==> src/rtl/acc_multi_if.sv <==
// Bus bundle for acc_multi: serial frame inputs, channel selects and read-back outputs.
// The master side drives frames and selects; the slave side is the accumulator block.
interface acc_multi_if #(
    parameter int ACC_W    = 128,
    parameter int CHANNELS = 4
);
    localparam int CH_W = $clog2(CHANNELS);

    logic                rx;
    logic                add;
    logic                sub;
    logic                clear;
    logic [CH_W-1:0]     ch_sel;
    logic [CH_W-1:0]     rd_sel;
    logic [ACC_W-1:0]    acc_out;
    logic [CHANNELS-1:0] ovf;
    logic                long_frame;
    logic                busy;
    logic                done;
    logic [CH_W-1:0]     done_ch;

    modport master (
        output rx, add, sub, clear, ch_sel, rd_sel,
        input  acc_out, ovf, long_frame, busy, done, done_ch
    );

    modport slave (
        input  rx, add, sub, clear, ch_sel, rd_sel,
        output acc_out, ovf, long_frame, busy, done, done_ch
    );
endinterface

==> src/rtl/acc_multi.sv <==
// Multi-channel serial accumulator: MSB-first frames gated by add are shifted in,
// then added to or subtracted from one of CHANNELS accumulators with sticky overflow.
module acc_multi #(
    parameter int SHIFT_W  = 33,
    parameter int ACC_W    = 128,
    parameter int CHANNELS = 4,
    parameter int SAT      = 0
) (
    input  logic       clk,
    input  logic       rst,
    acc_multi_if.slave bus
);
    localparam int CH_W  = $clog2(CHANNELS);
    localparam int CNT_W = $clog2(SHIFT_W + 1);
    localparam int PAD_W = ACC_W + 1 - SHIFT_W;

    typedef enum logic {IDLE, SHIFT} state_t;

    state_t              state_reg, state_next;
    logic [SHIFT_W-1:0]  shift_reg, shift_next;
    logic [CNT_W-1:0]    cnt_reg, cnt_next;
    logic [CH_W-1:0]     cur_ch_reg, cur_ch_next;
    logic                cur_sub_reg, cur_sub_next;
    logic                long_reg, long_next;
    logic                done_reg, done_next;
    logic [CH_W-1:0]     done_ch_reg, done_ch_next;
    logic [ACC_W-1:0]    acc_reg  [CHANNELS];
    logic [ACC_W-1:0]    acc_next [CHANNELS];
    logic [CHANNELS-1:0] ovf_reg, ovf_next;

    logic                commit;
    logic                clr;
    logic [ACC_W-1:0]    cur_acc;
    logic [ACC_W:0]      sum;
    logic                ovf_hit;
    logic [ACC_W-1:0]    commit_val;

    // One extra bit of width exposes carry on add and borrow on subtract alike.
    assign cur_acc = acc_reg[cur_ch_reg];
    assign sum     = cur_sub_reg ? ({1'b0, cur_acc} - {{PAD_W{1'b0}}, shift_reg})
                                 : ({1'b0, cur_acc} + {{PAD_W{1'b0}}, shift_reg});
    assign ovf_hit = sum[ACC_W];

    generate
        if (SAT != 0) begin : g_sat
            assign commit_val = ovf_hit ? (cur_sub_reg ? '0 : '1) : sum[ACC_W-1:0];
        end else begin : g_wrap
            assign commit_val = sum[ACC_W-1:0];
        end
    endgenerate

    always_comb begin
        state_next   = state_reg;
        shift_next   = shift_reg;
        cnt_next     = cnt_reg;
        cur_ch_next  = cur_ch_reg;
        cur_sub_next = cur_sub_reg;
        long_next    = long_reg;
        done_next    = 1'b0;
        done_ch_next = done_ch_reg;
        commit       = 1'b0;
        clr          = 1'b0;
        case (state_reg)
            IDLE: begin
                if (bus.add && !bus.clear) begin
                    shift_next   = {{(SHIFT_W-1){1'b0}}, bus.rx};
                    cnt_next     = CNT_W'(1);
                    cur_ch_next  = bus.ch_sel;
                    cur_sub_next = bus.sub;
                    state_next   = SHIFT;
                end else if (bus.clear && !bus.add) begin
                    clr = 1'b1;
                end
            end
            SHIFT: begin
                if (bus.add) begin
                    shift_next = {shift_reg[SHIFT_W-2:0], bus.rx};
                    // Once full, every further bit pushes out the oldest one.
                    if (cnt_reg == CNT_W'(SHIFT_W)) begin
                        long_next = 1'b1;
                    end else begin
                        cnt_next = cnt_reg + 1'b1;
                    end
                end else begin
                    commit       = 1'b1;
                    shift_next   = '0;
                    done_next    = 1'b1;
                    done_ch_next = cur_ch_reg;
                    state_next   = IDLE;
                end
            end
            default: state_next = IDLE;
        endcase
    end

    genvar gi;
    generate
        for (gi = 0; gi < CHANNELS; gi++) begin : g_ch
            logic hit_commit;
            logic hit_clr;
            assign hit_commit   = commit && (cur_ch_reg == CH_W'(gi));
            assign hit_clr      = clr && (bus.ch_sel == CH_W'(gi));
            assign acc_next[gi] = hit_commit ? commit_val :
                                  hit_clr    ? '0         : acc_reg[gi];
            assign ovf_next[gi] = hit_commit ? (ovf_reg[gi] | ovf_hit) :
                                  hit_clr    ? 1'b0                    : ovf_reg[gi];
        end
    endgenerate

    always_ff @(posedge clk or posedge rst) begin
        if (rst) begin
            state_reg   <= IDLE;
            shift_reg   <= '0;
            cnt_reg     <= '0;
            cur_ch_reg  <= '0;
            cur_sub_reg <= 1'b0;
            long_reg    <= 1'b0;
            done_reg    <= 1'b0;
            done_ch_reg <= '0;
            ovf_reg     <= '0;
            for (int i = 0; i < CHANNELS; i++) begin
                acc_reg[i] <= '0;
            end
        end else begin
            state_reg   <= state_next;
            shift_reg   <= shift_next;
            cnt_reg     <= cnt_next;
            cur_ch_reg  <= cur_ch_next;
            cur_sub_reg <= cur_sub_next;
            long_reg    <= long_next;
            done_reg    <= done_next;
            done_ch_reg <= done_ch_next;
            ovf_reg     <= ovf_next;
            for (int i = 0; i < CHANNELS; i++) begin
                acc_reg[i] <= acc_next[i];
            end
        end
    end

    assign bus.acc_out    = acc_reg[bus.rd_sel];
    assign bus.ovf        = ovf_reg;
    assign bus.long_frame = long_reg;
    assign bus.busy       = (state_reg == SHIFT);
    assign bus.done       = done_reg;
    assign bus.done_ch    = done_ch_reg;
endmodule

==> src/flat_wrapper.sv <==
// flat-port wrapper written by rule: the top's interface ports become plain ports
module acc_multi_flat 
#(
    parameter int SHIFT_W  = 33,
    parameter int ACC_W    = 128,
    parameter int CHANNELS = 4,
    parameter int SAT      = 0
)
  (clk, rst, bus_rx, bus_add, bus_sub, bus_clear, bus_ch_sel, bus_rd_sel, bus_acc_out, bus_ovf, bus_long_frame, bus_busy, bus_done, bus_done_ch);
  acc_multi_if #(.ACC_W(ACC_W), .CHANNELS(CHANNELS)) bus_i ();
  input  logic clk;
  input  logic rst;
  input wire logic [$bits(bus_i.rx)-1:0] bus_rx;
  input wire logic [$bits(bus_i.add)-1:0] bus_add;
  input wire logic [$bits(bus_i.sub)-1:0] bus_sub;
  input wire logic [$bits(bus_i.clear)-1:0] bus_clear;
  input wire logic [$bits(bus_i.ch_sel)-1:0] bus_ch_sel;
  input wire logic [$bits(bus_i.rd_sel)-1:0] bus_rd_sel;
  output wire logic [$bits(bus_i.acc_out)-1:0] bus_acc_out;
  output wire logic [$bits(bus_i.ovf)-1:0] bus_ovf;
  output wire logic [$bits(bus_i.long_frame)-1:0] bus_long_frame;
  output wire logic [$bits(bus_i.busy)-1:0] bus_busy;
  output wire logic [$bits(bus_i.done)-1:0] bus_done;
  output wire logic [$bits(bus_i.done_ch)-1:0] bus_done_ch;
  assign bus_i.rx = bus_rx;
  assign bus_i.add = bus_add;
  assign bus_i.sub = bus_sub;
  assign bus_i.clear = bus_clear;
  assign bus_i.ch_sel = bus_ch_sel;
  assign bus_i.rd_sel = bus_rd_sel;
  assign bus_acc_out = bus_i.acc_out;
  assign bus_ovf = bus_i.ovf;
  assign bus_long_frame = bus_i.long_frame;
  assign bus_busy = bus_i.busy;
  assign bus_done = bus_i.done;
  assign bus_done_ch = bus_i.done_ch;
  acc_multi #(.SHIFT_W(SHIFT_W), .ACC_W(ACC_W), .CHANNELS(CHANNELS), .SAT(SAT)) u_core (.clk(clk), .rst(rst), .bus(bus_i));
endmodule
==> config.mk <==
export PLATFORM = sky130hd
export DESIGN_NAME = acc_multi_flat
export DESIGN_NICKNAME = d
export VERILOG_FILES = /design/src/rtl/acc_multi_if.sv /design/src/rtl/acc_multi.sv /design/src/flat_wrapper.sv
export SDC_FILE = /design/constraint.sdc
export NUM_CORES = 1
export LEC_CHECK = 0
export ABC_AREA = 1
export BUFFER_PORTS_ARGS = -buffer_cell sky130_fd_sc_hd__buf_2
export CAP_MARGIN = 20
export CORE_MARGIN = 3
export CORE_UTILIZATION = 27
export CTS_BUF_LIST = sky130_fd_sc_hd__clkbuf_4
export CTS_CLUSTER_SIZE = 30
export DETAILED_ROUTE_END_ITERATION = 12
export PLACE_DENSITY_LB_ADDON = 0.08
export SYNTH_ARGS = -nofsm -noshare
export SYNTH_HDL_FRONTEND = slang
export SYNTH_SLANG_ARGS = --single-unit
==> constraint.sdc <==
create_clock -name clk -period 22.9 [get_ports clk]
set_clock_uncertainty 0.1 [all_clocks]
set_input_delay 4.58 -clock clk [delete_from_list [all_inputs] [get_ports clk]]
set_output_delay 4.58 -clock clk [all_outputs]
set_load 0.005 [all_outputs]
# ---- Word-level counts from Yosys, hierarchy flattened
# Index checks and enable logic that the tools add are counted.
# Widths: inputs -> output; s select.
dict set report word_totals {
  elab_cells 99
  regBits 563
  out_inout_bits 137
}
dict set report classes {
  reduce_logical 22
  n_lt_le_gt_ge 2
  add_sub_neg 3
  n_bitwise 8
  muxes 38
  n_eq_ne 10
}
# operator n
set ops {}
lappend ops {{$mux 128} 12}
lappend ops {{$bmux 128 s2} 2}
lappend ops {{$add 128x33->129} 1}
lappend ops {{$mux 129} 1}
lappend ops {{$sub 128x33->129} 1}
lappend ops {{$mux 33} 2}
lappend ops {{$pmux 33 s2} 1}
lappend ops {{$mux 6} 3}
lappend ops {{$mux 1} 15}
lappend ops {{$pmux 6 s2} 1}
lappend ops {{$logic_and 1x1->1} 10}
lappend ops {{$eq 2x2->1 const B} 4}
lappend ops {{$reduce_bool 2->1} 4}
lappend ops {{$add 6x1->6 const B} 1}
lappend ops {{$eq 6x6->1 const B} 1}
lappend ops {{$ge 3x3->1 const B} 2}
lappend ops {{$not 2->3} 2}
lappend ops {{$reduce_and 3->1} 2}
lappend ops {{$eq 2x1->1 const B} 2}
lappend ops {{$logic_not 2->1} 2}
lappend ops {{$ne 2x2->1 const B} 2}
lappend ops {{$or 1x1->1} 4}
lappend ops {{$reduce_and 2->1} 2}
lappend ops {{$logic_not 1->1} 2}
lappend ops {{other kinds (3)} 4}

# ---- Depth between registers and ports, before layout
# Gate-level depths: netlist (run 1).
dict set report logic_depth {
  word_depth 8
  depth_mapped 32
  ltp_nobuf 32
}

# ---- Least setup slack after synthesis (run 1)
# Ideal clock, no wire load.
dict set report synth_timing {
  path_type {input to output}
  start {input port bus_rd_sel[0]}
  end {output port bus_acc_out[41]}
  stages 6
  path_buffers 3
  arrival_time_ns 5.694
  setup_slack_ns 12.526
  path_cell_list {clkbuf_1 -> clkinv_1 -> clkbuf_1 -> clkbuf_1 -> o21ai_0 -> o21ai_0}
}
dict set report synth_via {
  elab_chain_cells 4
}
# element line
set synth_rtl {}
lappend synth_rtl {{from (decl)} flat_wrapper.sv:18} ;# input wire logic [$bits(bus_i.rd_sel)-1:0] bus_rd_sel;
lappend synth_rtl {{$not 2->3 (implied by the code)} acc_multi.sv:140} ;# assign bus.acc_out = acc_reg[bus.rd_sel];
lappend synth_rtl {{$bmux 128 s2} acc_multi.sv:140}
lappend synth_rtl {{$mux 128 (implied by the code) (2 in a row)} acc_multi.sv:140}
lappend synth_rtl {{to (decl)} flat_wrapper.sv:19} ;# output wire logic [$bits(bus_i.acc_out)-1:0] bus_acc_out;
# No other way between the ends. The select of a mux whose other input is x is not followed.

# ---- Worst setup path after layout (run 1)
dict set report layout_timing {
  start {input port bus_rd_sel[1]}
  end {output port bus_acc_out[35]}
}
# Same word-level chain as after synthesis.

==> results.yml, run 1 <==
final_layout:
  largest_reg_flops: 512
  layout.nets: 6871
  postLayoutCellArea_sq_um: 46600
  area_growth_pct: 11.3
  multiInputGateArea_sq_um: 23400
  fillerInstances: 17300
  layout-drive-gt1-share_pct: 9.12
  regArea_sq_um: 14100
clock_tree:
  tritoncts.num_buffers: 174
  cts_tree: "built"
  clk_latency_ps: 1190
  postCtsHoldBufs: 0
  h-tree-depth: 4
  cts_setup_buffers: 0
  clk_pin_slew_worst_paths_ps: 50
  ctsResizeCount: 0
  cts_root_buffer: "clkbuf_4"
  clock_tree.buffer_depth: 3
  cts_sinks: 563
floorplanning:
  initial_utilization_pct: 27.4
  core_area_sq_um: 153000
  die_x_um: 400
  die_y_um: 400
  io_pins: 147
  fp-row-count: 143
  die-area_sq_um: 160000
global_route:
  grtUsageMet1_pct: 36.2
  use_met2_pct: 39.4
  gr-usage-met3_pct: 3.52
  busiest_layer: "met2"
  overflow: 0
  grt_pass1_vias: 42300
  antenna_found_initial: 6
  grt_max_degree: 155
  grt_use_total_pct: 25.3
  grt_pass1_wl_um: 298000
synthesis:
  synthCells: 6647
  ys_ff_latch: 563
  synth_nets: 6790
  netlist.area_leader.share_pct: 33.6
  yosys-top-cells-area: "dfrtp_1 34%, nand2_1 18%, o21ai_0 9.3%"
  yosysTopAreaCell: "dfrtp_1"
  yosysUniqueCellTypes: 44
  post_synth_most_frequent_cells: "2065 x nand2_1, 849 x inv_1, 776 x o21ai_0"
  yosysWarnings: 0
  synth-async-reset-ratio_pct: 100
  syn_avg_cell_area_sq_um: 6.30
  synth_most_common_cell: "nand2_1"
  seq_area_frac_synth_pct: 33.6
  synth_flop_cell: "dfrtp_1"
  synthesis.area_sq_um: 41900
  synth_edf_count: 0
drt:
  ant_nets: 0
  wl_per_cell_um: 23.2
  drt_iter0_drc: 4011
  drc: 0
  via_per_inst: 5.08
  routed_wl_um: 206000
  dr.pass1.iters: 6
  num_vias: 45100
timing:
  tns_ps: 0
  worst_pin_slew_ps: 1150
  setup_violations: 0
  fmax_ghz: 0.0839
  hold_ws_ps: 390
  finalCritPeriodShare_pct: 52.0
  min_period_ps: 11920
  slew_violations: 0
  worst_slack_ps: 10980
  grt_setup_unrepaired: "no"
  slew-limit-headroom_pct: 22.8
  hold_viol: 0
worst_setup_path:
  slowest_delay_ps: 720
  rr_startpoint: "u_core.shift_reg[0]"
  crit_arrival_ps: 7240
  cpMaxStageDelayCell: "buf_4"
  crit_chain: "buf_4 -> inv_4 -> buf_4 -> o21ai_0 -> o22ai_1 -> buf_2"
  critPathLaunchType: "primary input"
  crit_start: "bus_rd_sel[1]"
  cp-end-kind: "output port"
  crit_required_ps: 18220
  worst_path_most_repeated_cell: "buf_4"
  critPathMaxFanout: 74
  worstSetupPathType: "primary input to output port"
placed_design:
  hpwl_um: 155000
  port_buffers: 146
  post_dp_cell_area_sq_um: 44500
  routabilityCongestion: 1.00
  place_ws_ps: 10920
hold_path:
  hold_class: "flip-flop to flip-flop"
  hp-start: "u_core.acc_reg[191]"
outcome:
  status: "finished clean"
job:
  maxCapViolations: 0
==> cell usage in the layout (no fill, tap or decap), types with 32 or more instances in the layout <==
cell type     n
xnor2_1      58
dfrtp_1     561
o21ai_1      57
xor2_1       32
nand2_2      37
clkinv_1     32
buf_2       144
ha_1        132
buf_4        46
nand2_1    2063
clkbuf_4    243
nand3_1     298
nor2_1      722
a21oi_1     239
nor3_1       45
o22ai_1     275
o21ai_0     776
inv_1       844
nor2_2       44
==> metrics by stage <==
| stage | util (%) | std cells |
|---|---|---|
| after floorplan | - | 6647 |
| after global placement | 29.1 | 8582 |
| after detailed placement | 29.1 | 8582 |
| after CTS | 30.5 | 8872 |
| after global routing | 30.5 | 8880 |
| final | 30.5 | 8883 |
==> routing by layer <==
| layer | vias to the layer above | share of wire, % |
|---|---|---|
| li1 | 21500 | - |
| met1 | 21900 | 47 |
| met2 | 1431 | 44 |
| met3 | 230 | 5.6 |
| met4 | 0 | 2.7 |
| met5 | - | 0 |
==> logic make-up after synthesis <==
group | count (synthesis) | synth area share, %
flip-flops | 563 | 33.6
AND/OR/NAND/NOR | 3308 | 32.2
buffers and inverters | 1169 | 10.7
AO/OA/AOI/OAI | 1379 | 17.5
XOR/XNOR | 95 | 2.08
adder cells (fa/ha/maj) | 133 | 3.99
==> cell type report <==
cell class,count,share of cell area (%)
antenna,11,0.0590
clock buffer,243,3.91
clock inverter,47,0.612
inverter,880,7.17
multi-input combinational,4915,50.1
sequential,563,30.2
tap,2030,5.45
timing repair buffer,194,2.44
==> critical path, delay by kind of cell <==
family | cells | cell delay [ps]
compound gates | 2 | 560
buf+inv | 4 | 1860
==> worst paths after layout <==
kind | slack (ps) | to | depth (start not counted)
setup / recovery | 10980 | bus_acc_out[35] | 6
hold / removal | 390 | u_core.acc_reg[191] | 2
setup reg to reg | 16510 | u_core.acc_reg[226] | 27
hold reg to reg | 390 | u_core.acc_reg[191] | 2
max in group asynchronous | 16160 | u_core.acc_reg[342] | 5
min in group asynchronous | 3470 | u_core.acc_reg[411] | 2
Power of run 1 is left out: the tool's default activity adds up to more than one toggle a clock period on the data nets, which glitch-free logic cannot reach.
==> run 2: changes to the inputs <==
--- a/config.mk
+++ b/config.mk
@@ -5,7 +5,7 @@
 export SDC_FILE = /design/constraint.sdc
 export NUM_CORES = 1
 export LEC_CHECK = 0
-export ABC_AREA = 1
+export ABC_AREA = 0
 export BUFFER_PORTS_ARGS = -buffer_cell sky130_fd_sc_hd__buf_2
 export CAP_MARGIN = 20
 export CORE_MARGIN = 3
==> constraint.sdc (replaced) <==
create_clock -name clk -period 10.2 [get_ports clk]
set_clock_uncertainty 0.1 [all_clocks]
set_input_delay 2.04 -clock clk [delete_from_list [all_inputs] [get_ports clk]]
set_output_delay 2.04 -clock clk [all_outputs]
set_load 0.005 [all_outputs]
==> run 2 against run 1 <==
  * Sequential share of layout area is 3.8 points higher
  * Routed wire length is 24% lower
  * Worst setup slack worse by 8900 ps
  * Cell area is 11% lower
  * Die area is 11% lower
  * Count of clock-buffer cells in the layout is 3 lower
  * Core utilization hardly changed
==> results.yml, run 2 <==
outcome:
  status: "finished clean"
clock_tree:
  clk_latency_ps: 1250
  cts_sinks: 563
  clock_tree.buffer_depth: 3
  postCtsHoldBufs: 0
  cts_setup_buffers: 0
  clk_pin_slew_worst_paths_ps: 60
  cts_tree: "built"
  ctsResizeCount: 0
  h-tree-depth: 4
  cts_root_buffer: "clkbuf_4"
  tritoncts.num_buffers: 180
global_route:
  grt_pass1_vias: 32300
  grt_use_total_pct: 21.9
  overflow: 0
  grt_pass1_wl_um: 231000
  grt_max_degree: 140
  antenna_found_initial: 5
final_layout:
  final_core_util_pct: 30.5
  fillerInstances: 14200
  postLayoutCellArea_sq_um: 41500
  layout.nets: 3917
  largest_reg_flops: 512
  area_growth_pct: 11.7
  final_common_cell: "dfrtp_1"
  layout-drive-gt1-share_pct: 20.5
  mostFrequentLayoutCells: "560 x dfrtp_1, 439 x o21ai_0, 401 x nand3_1, 256 x mux4_2, 240 x clkbuf_4"
placed_design:
  routabilityCongestion: 0.927
  hpwl_um: 107000
  port_buffers: 146
  post_dp_cell_area_sq_um: 39400
timing:
  setup_violations: 0
  slew-limit-headroom_pct: 24.7
  hold_ws_ps: 377
  finalCritPeriodShare_pct: 79.2
  slew_violations: 0
  tns_ps: 0
  grt_setup_unrepaired: "no"
  worst_pin_slew_ps: 1130
  fmax_ghz: 0.124
  min_period_ps: 8080
  hold_viol: 0
worst_setup_path:
  crit_start: "u_core.shift_reg[2]"
  regToRegEndpoint: "u_core.acc_reg[89]"
  crit_required_ps: 11080
  r2r_slack_ps: 2120
  critPathLaunchType: "flip-flop"
  worstSetupPathType: "flip-flop to flip-flop"
  crit_arrival_ps: 8950
  setup.worst_path.end: "u_core.acc_reg[89]"
  rr_startpoint: "u_core.shift_reg[2]"
  critPathMaxFanout: 17
  cp-end-kind: "flip-flop"
  reg2reg_depth: 21
pwr:
  power.share.clock_pct: 13.1
  seqPwrFrac_pct: 22.2
  p_comb_share_pct: 64.7
  switching_share_pct: 53.1
  peakVddDrop_v: 0.000142
  cellPowerDensity_nw_per_um2: 412
  p_leak_nw: 17.8
  power.internal_mw: 8.02
  p_sw_mw: 9.08
drt:
  drt_iter0_drc: 2878
  drc: 0
  dr.pass1.iters: 6
  highest_layer: "met4"
  num_vias: 32300
  wl_per_cell_um: 27.8
  routed_wl_um: 157000
  wl_met2_um: 72400
  ant_nets: 0
  via_per_inst: 5.71
  wl_met3_um: 8170
  wl_met1_um: 73100
synthesis:
  synthesis.area_sq_um: 37100
  yosysWarnings: 0
  yosysTopAreaCell: "dfrtp_1"
  syn_avg_cell_area_sq_um: 10.0
  netlist.area_leader.share_pct: 37.9
  synth_most_common_cell: "dfrtp_1"
  synth-async-reset-ratio_pct: 100
  synth_flop_cell: "dfrtp_1"
  seq_area_frac_synth_pct: 37.9
  post_synth_most_frequent_cells: "563 x dfrtp_1, 439 x o21ai_0, 403 x nand3_1"
  synthCells: 3696
  synth_nets: 3839
  synth_edf_count: 0
  ys_ff_latch: 563
  yosysUniqueCellTypes: 102
  yosys-top-cells-area: "dfrtp_1 38%, mux4_2 16%, o21ai_0 5.9%"
floorplanning:
  core_area_sq_um: 136000
  die-area_sq_um: 142000
  die_y_um: 377
  fp-row-count: 135
  die_x_um: 377
  initial_utilization_pct: 27.3
  io_pins: 147
hold_path:
  hold_class: "flip-flop to flip-flop"
job:
  maxCapViolations: 0
run 2: changes by cell type in the layout (fill, tap and decap cells not counted), sizes merged, moves of 25 or more:
| cell | before | now |
|---|---|---|
| nor2 | 771 | 178 |
| nand4 | 23 | 84 |
| a21o | 3 | 61 |
| xnor2 | 58 | 96 |
| mux4 | 0 | 256 |
| nand2 | 2100 | 201 |
| o21ai | 835 | 462 |
| nand3 | 321 | 403 |
| o22ai | 275 | 1 |
| and3 | 0 | 30 |
| inv | 882 | 61 |
| o31ai | 1 | 34 |
| a22o | 0 | 157 |
| a31oi | 2 | 27 |
run 2: cells by family (layout without fill, tap and decap cells):
logic type,Yosys count,after routing,share of synthesized area [%]
AO/OA/AOI/OAI,1159,1159,20.0
XOR/XNOR,140,140,3.32
adder cells (fa/ha/maj),133,133,4.50
buffers and inverters,359,542,4.10
flip-flops,563,563,37.9
multiplexers,268,268,15.9
other,0,8,0
AND/OR/NAND/NOR,1074,1074,14.3
run 2: worst min-delay path by stage:
stage               cells after the start             startpoint                    end  slack [ps]
finish                                  2  u_core.bus.done_ch[1]  u_core.bus.done_ch[1]         380
floorplan                               2    u_core.acc_reg[175]    u_core.acc_reg[175]         360
global placement                        2  u_core.bus.done_ch[1]  u_core.bus.done_ch[1]         360
global route                            1  u_core.bus.long_frame  u_core.bus.long_frame         400
CTS                                     1  u_core.bus.long_frame  u_core.bus.long_frame         380
detailed placement                      1  u_core.bus.long_frame  u_core.bus.long_frame         360
run 2: per-layer routing:
| layer | vias up | track usage, % |
|---|---|---|
| li1 | 14400 | - |
| met1 | 16700 | 30.8 |
| met2 | 993 | 34.6 |
| met3 | 230 | 3.70 |
| met4 | 0 | 6.41 |
| met5 | - | 0 |
run 2: final cells by class:
| cell class | count | area, sq um | area share [%] |
|---|---|---|---|
| Sequential cell | 563 | 14100 | 34.0 |
| Timing Repair Buffer | 201 | 1230 | 2.96 |
| Inverter | 54 | 206 | 0.498 |
| Tap cell | 1781 | 2230 | 5.37 |
| Antenna cell | 8 | 20.0 | 0.0483 |
| Multi-Input combinational cell | 2774 | 21600 | 52.1 |
| Clock inverter | 47 | 273 | 0.658 |
| Clock buffer | 240 | 1800 | 4.34 |
run 2: power by group through the flow:
stage / clock network [mW] / logic, mW / registers [mW]
after floorplan: 0 / 7.27 / 3.59
after global placement: 0 / 11.1 / 3.81
after detailed placement: 0 / 11.0 / 3.81
after CTS: 2.36 / 11.0 / 3.78
after global routing: 2.48 / 12.0 / 3.91
final: 2.24 / 11.1 / 3.79
run 2: per-stage QoR:
step,power (mW),instances,setup slack (ps)
6_report,17.1,5668,2120
5_1_grt,18.4,5667,1700
4_1_cts,17.2,5659,2230
3_5_place_dp,14.8,5372,2400
3_3_place_gp,14.9,5369,2220
2_1_floorplan,10.9,3696,394
run 2: worst max-delay path: stages (launching register included):
cell	delay (ps)
dfrtp_1	430
nor2_1	170
nand4b_1	180
nor3_1	300
nor3b_1	550
nand2_1	160
nor4_1	370
nor2b_1	360
a21oi_1	120
buf_4	230
nor2_1	560
ha_1	420
inv_1	130
o21bai_1	80
a21oi_1	620
o211ai_1	250
a221oi_1	940
o21ai_1	430
nand2_2	370
o21ba_1	410
xor2_1	430
o21ai_0	170
No activity file was read; power rests on OpenSTA's default activity.
